### config.mk
export PLATFORM = sky130hd
export DESIGN_NAME = rv32i_imem_loader
export DESIGN_NICKNAME = d
export VERILOG_FILES = /design/src/rtl/rv32i_enc_pkg.sv /design/src/rtl/rv32i_instr_encode.sv /design/src/rtl/rv32i_imem_loader.sv
export SDC_FILE = /design/constraint.sdc
export NUM_CORES = 1
export LEC_CHECK = 0
export CORE_MARGIN = 1.5
export CORE_UTILIZATION = 50
export DETAILED_ROUTE_END_ITERATION = 8
export GPL_TIMING_DRIVEN = 1
export HOLD_SLACK_MARGIN = 0.12
export PLACE_DENSITY = 0.82
export SETUP_SLACK_MARGIN = 0.1
export SYNTH_ARGS = -nofsm -noshare
export SYNTH_HDL_FRONTEND = slang
export SYNTH_SLANG_ARGS = --single-unit
### constraint.sdc
create_clock -name i_clk -period 4.5 [get_ports i_clk]
set_clock_uncertainty 0.05 [all_clocks]
set_input_delay 0.9 -clock i_clk [delete_from_list [all_inputs] [get_ports i_clk]]
set_output_delay 0.9 -clock i_clk [all_outputs]
set_load 0.005 [all_outputs]
### src/rtl/rv32i_enc_pkg.sv
// RV32I encoding definitions shared by the IMEM loader and its encoder:
// op mnemonics, instruction-format layouts and fixed field values.
package rv32i_enc_pkg;

  typedef enum logic [5:0] {
    OP_LUI, OP_AUIPC, OP_JAL, OP_JALR,
    OP_BEQ, OP_BNE, OP_BLT, OP_BGE, OP_BLTU, OP_BGEU,
    OP_LB, OP_LH, OP_LW, OP_LBU, OP_LHU,
    OP_SB, OP_SH, OP_SW,
    OP_ADDI, OP_SLTI, OP_SLTIU, OP_XORI, OP_ORI, OP_ANDI,
    OP_SLLI, OP_SRLI, OP_SRAI,
    OP_ADD, OP_SUB, OP_SLL, OP_SLT, OP_SLTU, OP_XOR, OP_SRL, OP_SRA, OP_OR, OP_AND
  } rv32i_op_e;

  typedef enum logic [2:0] {FMT_R, FMT_I, FMT_SH, FMT_S, FMT_B, FMT_U, FMT_J} rv32i_fmt_e;

  typedef enum logic [1:0] {ST_LOAD, ST_SEAL_WR, ST_SEALED} loader_state_e;

  typedef struct packed {
    logic [6:0] funct7; logic [4:0] rs2; logic [4:0] rs1;
    logic [2:0] funct3; logic [4:0] rd;  logic [6:0] opcode;
  } r_fmt_t;
  typedef struct packed {
    logic [11:0] imm; logic [4:0] rs1; logic [2:0] funct3; logic [4:0] rd; logic [6:0] opcode;
  } i_fmt_t;
  typedef struct packed {
    logic [6:0] imm_hi; logic [4:0] rs2; logic [4:0] rs1;
    logic [2:0] funct3; logic [4:0] imm_lo; logic [6:0] opcode;
  } s_fmt_t;
  typedef struct packed {
    logic imm_12; logic [5:0] imm_10_5; logic [4:0] rs2; logic [4:0] rs1;
    logic [2:0] funct3; logic [3:0] imm_4_1; logic imm_11; logic [6:0] opcode;
  } b_fmt_t;
  typedef struct packed {
    logic [19:0] imm_31_12; logic [4:0] rd; logic [6:0] opcode;
  } u_fmt_t;
  typedef struct packed {
    logic imm_20; logic [9:0] imm_10_1; logic imm_11; logic [7:0] imm_19_12;
    logic [4:0] rd; logic [6:0] opcode;
  } j_fmt_t;

  localparam logic [6:0] OPCODE_LUI    = 7'b0110111;
  localparam logic [6:0] OPCODE_AUIPC  = 7'b0010111;
  localparam logic [6:0] OPCODE_JAL    = 7'b1101111;
  localparam logic [6:0] OPCODE_JALR   = 7'b1100111;
  localparam logic [6:0] OPCODE_BRANCH = 7'b1100011;
  localparam logic [6:0] OPCODE_LOAD   = 7'b0000011;
  localparam logic [6:0] OPCODE_STORE  = 7'b0100011;
  localparam logic [6:0] OPCODE_OP_IMM = 7'b0010011;
  localparam logic [6:0] OPCODE_OP     = 7'b0110011;

  localparam logic [2:0] FUNCT3_ADD  = 3'b000, FUNCT3_SLL  = 3'b001, FUNCT3_SLT = 3'b010;
  localparam logic [2:0] FUNCT3_SLTU = 3'b011, FUNCT3_XOR  = 3'b100, FUNCT3_SR  = 3'b101;
  localparam logic [2:0] FUNCT3_OR   = 3'b110, FUNCT3_AND  = 3'b111;
  localparam logic [2:0] FUNCT3_BEQ  = 3'b000, FUNCT3_BNE  = 3'b001, FUNCT3_BLT = 3'b100;
  localparam logic [2:0] FUNCT3_BGE  = 3'b101, FUNCT3_BLTU = 3'b110, FUNCT3_BGEU = 3'b111;
  localparam logic [2:0] FUNCT3_B    = 3'b000, FUNCT3_H    = 3'b001, FUNCT3_W   = 3'b010;
  localparam logic [2:0] FUNCT3_BU   = 3'b100, FUNCT3_HU   = 3'b101;

  localparam logic [6:0] FUNCT7_BASE = 7'b0000000;
  localparam logic [6:0] FUNCT7_ALT  = 7'b0100000;

  localparam logic [1:0] ERR_NONE = 2'b00, ERR_OP = 2'b01, ERR_IMM = 2'b10;

  // JAL x0,0: spin in place once the image ends
  localparam logic [31:0] TERMINATOR = 32'h0000_006F;

  // True when v[31:msb] are all equal, i.e. v fits a signed field of msb+1 bits
  function automatic logic sext_fits(input logic [31:0] v, input int unsigned msb);
    logic all1, all0;
    all1 = 1'b1;
    all0 = 1'b1;
    for (int unsigned k = msb; k < 32; k++) begin
      all1 &= v[k];
      all0 &= ~v[k];
    end
    return all1 | all0;
  endfunction

endpackage

### src/rtl/rv32i_instr_encode.sv
// Combinational RV32I encoder: mnemonic plus register/immediate fields to a
// 32-bit instruction word, with op and immediate legality flags.
module rv32i_instr_encode
  import rv32i_enc_pkg::*;
(
  input  logic [5:0]  i_op,
  input  logic [4:0]  i_rd,
  input  logic [4:0]  i_rs1,
  input  logic [4:0]  i_rs2,
  input  logic [31:0] i_imm,
  output logic [31:0] o_word,
  output logic        o_op_ok,
  output logic        o_imm_ok
);

  rv32i_fmt_e fmt;
  logic [6:0] opc, f7;
  logic [2:0] f3;
  r_fmt_t r;
  i_fmt_t i, sh;
  s_fmt_t s;
  b_fmt_t b;
  u_fmt_t u;
  j_fmt_t j;

  always_comb begin
    fmt     = FMT_R;
    opc     = OPCODE_OP;
    f3      = FUNCT3_ADD;
    f7      = FUNCT7_BASE;
    o_op_ok = 1'b1;
    case (i_op)
      OP_LUI:   begin fmt = FMT_U; opc = OPCODE_LUI;   end
      OP_AUIPC: begin fmt = FMT_U; opc = OPCODE_AUIPC; end
      OP_JAL:   begin fmt = FMT_J; opc = OPCODE_JAL;   end
      OP_JALR:  begin fmt = FMT_I; opc = OPCODE_JALR;  end
      OP_BEQ:   begin fmt = FMT_B; opc = OPCODE_BRANCH; f3 = FUNCT3_BEQ;  end
      OP_BNE:   begin fmt = FMT_B; opc = OPCODE_BRANCH; f3 = FUNCT3_BNE;  end
      OP_BLT:   begin fmt = FMT_B; opc = OPCODE_BRANCH; f3 = FUNCT3_BLT;  end
      OP_BGE:   begin fmt = FMT_B; opc = OPCODE_BRANCH; f3 = FUNCT3_BGE;  end
      OP_BLTU:  begin fmt = FMT_B; opc = OPCODE_BRANCH; f3 = FUNCT3_BLTU; end
      OP_BGEU:  begin fmt = FMT_B; opc = OPCODE_BRANCH; f3 = FUNCT3_BGEU; end
      OP_LB:    begin fmt = FMT_I; opc = OPCODE_LOAD;   f3 = FUNCT3_B;    end
      OP_LH:    begin fmt = FMT_I; opc = OPCODE_LOAD;   f3 = FUNCT3_H;    end
      OP_LW:    begin fmt = FMT_I; opc = OPCODE_LOAD;   f3 = FUNCT3_W;    end
      OP_LBU:   begin fmt = FMT_I; opc = OPCODE_LOAD;   f3 = FUNCT3_BU;   end
      OP_LHU:   begin fmt = FMT_I; opc = OPCODE_LOAD;   f3 = FUNCT3_HU;   end
      OP_SB:    begin fmt = FMT_S; opc = OPCODE_STORE;  f3 = FUNCT3_B;    end
      OP_SH:    begin fmt = FMT_S; opc = OPCODE_STORE;  f3 = FUNCT3_H;    end
      OP_SW:    begin fmt = FMT_S; opc = OPCODE_STORE;  f3 = FUNCT3_W;    end
      OP_ADDI:  begin fmt = FMT_I; opc = OPCODE_OP_IMM; f3 = FUNCT3_ADD;  end
      OP_SLTI:  begin fmt = FMT_I; opc = OPCODE_OP_IMM; f3 = FUNCT3_SLT;  end
      OP_SLTIU: begin fmt = FMT_I; opc = OPCODE_OP_IMM; f3 = FUNCT3_SLTU; end
      OP_XORI:  begin fmt = FMT_I; opc = OPCODE_OP_IMM; f3 = FUNCT3_XOR;  end
      OP_ORI:   begin fmt = FMT_I; opc = OPCODE_OP_IMM; f3 = FUNCT3_OR;   end
      OP_ANDI:  begin fmt = FMT_I; opc = OPCODE_OP_IMM; f3 = FUNCT3_AND;  end
      OP_SLLI:  begin fmt = FMT_SH; opc = OPCODE_OP_IMM; f3 = FUNCT3_SLL; end
      OP_SRLI:  begin fmt = FMT_SH; opc = OPCODE_OP_IMM; f3 = FUNCT3_SR;  end
      OP_SRAI:  begin fmt = FMT_SH; opc = OPCODE_OP_IMM; f3 = FUNCT3_SR; f7 = FUNCT7_ALT; end
      OP_ADD:   f3 = FUNCT3_ADD;
      OP_SUB:   begin f3 = FUNCT3_ADD; f7 = FUNCT7_ALT; end
      OP_SLL:   f3 = FUNCT3_SLL;
      OP_SLT:   f3 = FUNCT3_SLT;
      OP_SLTU:  f3 = FUNCT3_SLTU;
      OP_XOR:   f3 = FUNCT3_XOR;
      OP_SRL:   f3 = FUNCT3_SR;
      OP_SRA:   begin f3 = FUNCT3_SR; f7 = FUNCT7_ALT; end
      OP_OR:    f3 = FUNCT3_OR;
      OP_AND:   f3 = FUNCT3_AND;
      default:  o_op_ok = 1'b0;
    endcase
  end

  always_comb begin
    r  = '{funct7: f7, rs2: i_rs2, rs1: i_rs1, funct3: f3, rd: i_rd, opcode: opc};
    i  = '{imm: i_imm[11:0], rs1: i_rs1, funct3: f3, rd: i_rd, opcode: opc};
    sh = '{imm: {f7, i_imm[4:0]}, rs1: i_rs1, funct3: f3, rd: i_rd, opcode: opc};
    s  = '{imm_hi: i_imm[11:5], rs2: i_rs2, rs1: i_rs1, funct3: f3,
           imm_lo: i_imm[4:0], opcode: opc};
    b  = '{imm_12: i_imm[12], imm_10_5: i_imm[10:5], rs2: i_rs2, rs1: i_rs1, funct3: f3,
           imm_4_1: i_imm[4:1], imm_11: i_imm[11], opcode: opc};
    u  = '{imm_31_12: i_imm[31:12], rd: i_rd, opcode: opc};
    j  = '{imm_20: i_imm[20], imm_10_1: i_imm[10:1], imm_11: i_imm[11],
           imm_19_12: i_imm[19:12], rd: i_rd, opcode: opc};
    o_word   = r;
    o_imm_ok = 1'b1;
    case (fmt)
      FMT_I:   begin o_word = i;  o_imm_ok = sext_fits(i_imm, 11); end
      FMT_SH:  begin o_word = sh; o_imm_ok = ~|i_imm[31:5]; end
      FMT_S:   begin o_word = s;  o_imm_ok = sext_fits(i_imm, 11); end
      FMT_B:   begin o_word = b;  o_imm_ok = sext_fits(i_imm, 12) & ~i_imm[0]; end
      FMT_U:   o_word = u;
      FMT_J:   begin o_word = j;  o_imm_ok = sext_fits(i_imm, 20) & ~i_imm[0]; end
      default: o_word = r;
    endcase
  end

endmodule

### src/rtl/rv32i_imem_loader.sv
// Handshaked RV32I image builder: encodes one request per cycle and writes it
// to an IMEM port at an auto-incrementing address; seal appends a terminator.
module rv32i_imem_loader
  import rv32i_enc_pkg::*;
#(
  parameter int unsigned IMEM_DEPTH = 256,
  parameter int unsigned BASE_ADDR  = 0,
  localparam int unsigned ADDR_W    = $clog2(IMEM_DEPTH)
) (
  input  logic              i_clk,
  input  logic              i_rst,
  input  logic              i_req_valid,
  output logic              o_req_ready,
  input  logic [5:0]        i_req_op,
  input  logic [4:0]        i_req_rd,
  input  logic [4:0]        i_req_rs1,
  input  logic [4:0]        i_req_rs2,
  input  logic [31:0]       i_req_imm,
  input  logic              i_seal,
  input  logic              i_flush,
  output logic              o_imem_we,
  output logic [ADDR_W-1:0] o_imem_addr,
  output logic [31:0]       o_imem_wdata,
  output logic [ADDR_W:0]   o_count,
  output logic              o_full,
  output logic              o_sealed,
  output logic [1:0]        o_err
);

  localparam int unsigned PTR_W = ADDR_W + 1;
  localparam logic [ADDR_W:0] BASE_PTR  = PTR_W'(BASE_ADDR);
  localparam logic [ADDR_W:0] DEPTH_PTR = PTR_W'(IMEM_DEPTH);

  loader_state_e     state_q, state_d;
  logic [ADDR_W:0]   ptr_q, ptr_d, count_q, count_d;
  logic              pend_q, pend_d;
  logic [ADDR_W-1:0] addr_q, addr_d;
  logic [31:0]       wdata_q, wdata_d;
  logic [1:0]        err_q, err_d;

  logic [31:0] enc_word;
  logic        enc_op_ok, enc_imm_ok, full, accept;

  rv32i_instr_encode u_encode (
    .i_op     (i_req_op),
    .i_rd     (i_req_rd),
    .i_rs1    (i_req_rs1),
    .i_rs2    (i_req_rs2),
    .i_imm    (i_req_imm),
    .o_word   (enc_word),
    .o_op_ok  (enc_op_ok),
    .o_imm_ok (enc_imm_ok)
  );

  assign full        = (ptr_q == DEPTH_PTR);
  assign o_req_ready = (state_q == ST_LOAD) & ~full & ~i_seal & ~i_flush & ~i_rst;
  assign accept      = i_req_valid & o_req_ready;

  always_comb begin
    state_d = state_q;
    ptr_d   = ptr_q;
    count_d = count_q;
    pend_d  = 1'b0;
    addr_d  = addr_q;
    wdata_d = wdata_q;
    err_d   = err_q;
    if (i_flush) begin
      state_d = ST_LOAD;
      ptr_d   = BASE_PTR;
      count_d = '0;
      err_d   = ERR_NONE;
    end else begin
      case (state_q)
        ST_LOAD: begin
          if (i_seal) begin
            state_d = full ? ST_SEALED : ST_SEAL_WR;
          end else if (accept) begin
            if (enc_op_ok && enc_imm_ok) begin
              pend_d  = 1'b1;
              addr_d  = ptr_q[ADDR_W-1:0];
              wdata_d = enc_word;
              ptr_d   = ptr_q + PTR_W'(1);
              count_d = count_q + PTR_W'(1);
            end else if (err_q == ERR_NONE) begin
              err_d = enc_op_ok ? ERR_IMM : ERR_OP;
            end
          end
        end
        ST_SEAL_WR: begin
          pend_d  = 1'b1;
          addr_d  = ptr_q[ADDR_W-1:0];
          wdata_d = TERMINATOR;
          ptr_d   = ptr_q + PTR_W'(1);
          count_d = count_q + PTR_W'(1);
          state_d = ST_SEALED;
        end
        default: ;
      endcase
    end
  end

  always_ff @(posedge i_clk) begin
    if (i_rst) begin
      state_q <= ST_LOAD;
      ptr_q   <= BASE_PTR;
      count_q <= '0;
      pend_q  <= 1'b0;
      addr_q  <= '0;
      wdata_q <= '0;
      err_q   <= ERR_NONE;
    end else begin
      state_q <= state_d;
      ptr_q   <= ptr_d;
      count_q <= count_d;
      pend_q  <= pend_d;
      addr_q  <= addr_d;
      wdata_q <= wdata_d;
      err_q   <= err_d;
    end
  end

  // The registered write is still cancellable by reset/flush in the cycle it is presented
  assign o_imem_we    = pend_q & ~i_rst & ~i_flush;
  assign o_imem_addr  = addr_q;
  assign o_imem_wdata = wdata_q;
  assign o_count      = count_q;
  assign o_full       = full;
  assign o_sealed     = (state_q == ST_SEALED);
  assign o_err        = err_q;

endmodule

==> results.md <==
- Final min period: 3.957 ns
- Largest net degree at the start of global routing: around 50
- Congestion Overflow GR: 0
- Clock Sinks: 62
- Power density cells: 274.2 nW/um^2
- Crit path max-delay cell type: a2111oi_0
- Worst Hold Class: reg2reg
- Maximum vdd drop: 0.0001666 V
- Worst Setup Slack, final: between 0.5 and 0.6 ns
- Count leader, synth: nor2_1
- Worst reg-to-reg path cell count: 11
- Final setup fails: 0
- P_sw: 0.3683 mW
- Post-route cell area: 5007 um^2
- Max-Cap Viols: 0
- Synth Flop Type: dfxtp_1
- WL final: 11260 um
- DR vias/cell: 5.957
- CP startpoint kind: primary input
- Placed cell area: 4777 um^2
- PortBufs: 112
- Root Driver: clkbuf_8
- Pre-CTS setup slack: 0.2800 ns
- Initial antenna violation count: 0
- Syn Area/Cell: approximately 7.5 um^2
- Reg2Reg Launch Point: ptr_q[0]
- Leakage: 1.640 nW
- Cts repair resizes: 0
- Ys async rst share: 0%
- Final HPWL from detailed placement: 8192 um
- Sequential power share: 41.2%
- Final Max Slew Viols: 0
- H-tree depth: 3
- Ports: about 110
- Commonest cells in the netlist: nor2_1 (64), dfxtp_1 (62), a21oi_1 (41)
- Share of layout cells above drive strength 1: 7.427%
- Number of synthesized flops with an enable pin: 0
- # hold bufs at CTS: 0
- Iteration-0 DRC Markers: 242
- Num rows: 30
- Setup Buffers After CTS: 0
- Clk_lat worst skew: 0.35 ns
- Die width: 86.95 um
- Critical path arrival: 4.15 ns
- Yosys cell types: 50
- Vias in the first global route: 3574
- CP endpoint kind: flop
- Synthesis-stage register bit count: between 60 and 70
- Highest Clock Rate: 252.7 MHz
- Clk network pwr share: 41.5%
- First-pass GRT wire length: 17730 um
- Die Ht: around 87 um
- N_diodes: 0
- Final Hold Viols: 0
- Area growth syn-to-layout: 42.12%
- Synth warn: 0
- Share of the yosys chip area belonging to registers: about a third
- CP Cell Sequence: clkdlybuf4s50_1 > nand2b_1 > a2111oi_0 > nand2_1 > o221ai_1 > o21bai_2 > a21oi_4 > buf_12 > nor2_1 > a311oi_1
- Slew HR: 47.81%
- Period Utilization, post-route: between 80 and 90%
- Initial Utilization: 51.86%
- RSZ-0062 raised after global routing: no
- Critical Path RT: between 4 and 5 ns
- Avg WL per Cell: between 15 and 20 um
- Net Sw Frac: ~27%
- GP Congestion: about 0.89
- Final TNS setup: 0 ns
- Crit path max fanout: 48
- Inserted Clock Buffers: 9
- Hold_sp: o_imem_addr[5]
- Status: complete, no violations
- Main area contributors after synthesis: dfxtp_1 (35%), nor2_1 (6.8%), a21oi_1 (5.8%)
- Logic pwr share: 17.2%
- Drt pass-1 iters: 5
- Share of the synthesized area in the top cell type: 35.23%
- Final Non-Filler Cells: 675
- Vias post-DR: 4021
- Drt drc: 0
- DRT antenna net count: 0
- CTS clock-pin slew for the worst setup and hold paths: 0.08 ns
- Post-Syn Nets: 530
- Die Area: 7559 um^2
- Area leader, netlist: dfxtp_1
- Cells after DPL: between 600 and 700
- Setup crit start: i_req_op[2]
- Final nets: roughly 640
- Placeable core region: 6794 um^2
- Clock Tree Buf Depth: 2
- Cell internal pwr: 1.005 mW
- Total Routing Usage GR: 29.54%
- Syn Inst Count: 469
- Hold Path Depth: 2
- CTS tree: yes
- Setup CP Type: in2reg
- Worst-Margin Slew: around 0.76 ns
- Cell Area, Synth: ~3500 um^2
- Slowest stage delay, CP: 0.71 ns
-- through the flow --
| step | total power [mW] | utilization (%) | hold WS (ns) |
|---|---|---|---|
| floorplan | 0.6910 | - | 0.3993 |
| global placement | 0.8071 | 70.31 | 0.4106 |
| detailed placement | 0.8094 | 70.31 | 0.4187 |
| CTS | 1.371 | 73.70 | 0.4312 |
| global route | 1.418 | 73.70 | 0.4582 |
| finish | 1.373 | 73.70 | 0.4275 |
-- state kept, by name (all words and copies together), names as in the netlist --
signal        cells
pend_q            1
state_q           2
o_imem_addr       8
o_count           9
o_err             2
o_imem_wdata     31
ptr_q             9
-- power groups by stage --
stage | clock [mW] | combinational (mW) | sequential, mW
2_1_floorplan | 0 | 0.112 | 0.579
4_1_cts | 0.572 | 0.233 | 0.566
6_report | 0.570 | 0.236 | 0.566
3_5_place_dp | 0 | 0.230 | 0.579
5_1_grt | 0.594 | 0.256 | 0.567
3_3_place_gp | 0 | 0.229 | 0.578
-- layout by cell type, fill, tap and decap left out, types with 13 or more instances in the layout --
cell	n
a211oi_1	21
nor3_1	13
clkdlybuf4s50_1	112
nor2_1	64
buf_4	18
a22oi_1	18
dfxtp_1	62
nand3_1	18
o21ai_0	33
a21oi_1	40
nand2_1	35
-- area by class of cell --
type	instances	area (um^2)
inverters	7	26.28
flip-flops and latches	62	1241
multi-input cells	363	2113
well taps	96	120.1
fillers	550	1787
clock inverters	6	92.59
clock buffers	10	137.6
repair buffers	131	1276
-- critical path, delay by kind of cell --
kind,cells,cell delay (ns)
buffers and inverters,2,0.96
AOI/OAI and AO/OA,5,1.75
and+or+nand+nor,3,0.53
-- cell families after synthesis --
kind of cell             after synthesis  synth area share [%]
AND/OR/NAND/NOR                      190                 26.35
AO/OA/AOI/OAI                        159                 29.40
flip-flops                            62                 35.23
buffers and inverters                 44                 5.114
XOR/XNOR                               8                 1.989
multiplexers                           3                0.8523
adder cells (fa/ha/maj)                3                 1.065
-- routing by layer --
layer,vias to the layer above,share of wire (%),global-route usage (%)
met1,1870,46,41.21
met4,0,2.1,11.73
met3,20,5.8,4.455
met2,168,46,45.74
li1,1963,-,-
met5,-,0,0
-- worst paths after layout --
| check | slack, ns | to |
|---|---|---|
| worst max-delay path | 0.54 | o_imem_wdata[21] |
| worst min-delay path | 0.43 | o_imem_addr[5] |
| worst max register to register | 1.62 | o_imem_wdata[21] |
| worst min register to register | 0.43 | o_imem_addr[5] |
Power figures use the tool's default switching activity.
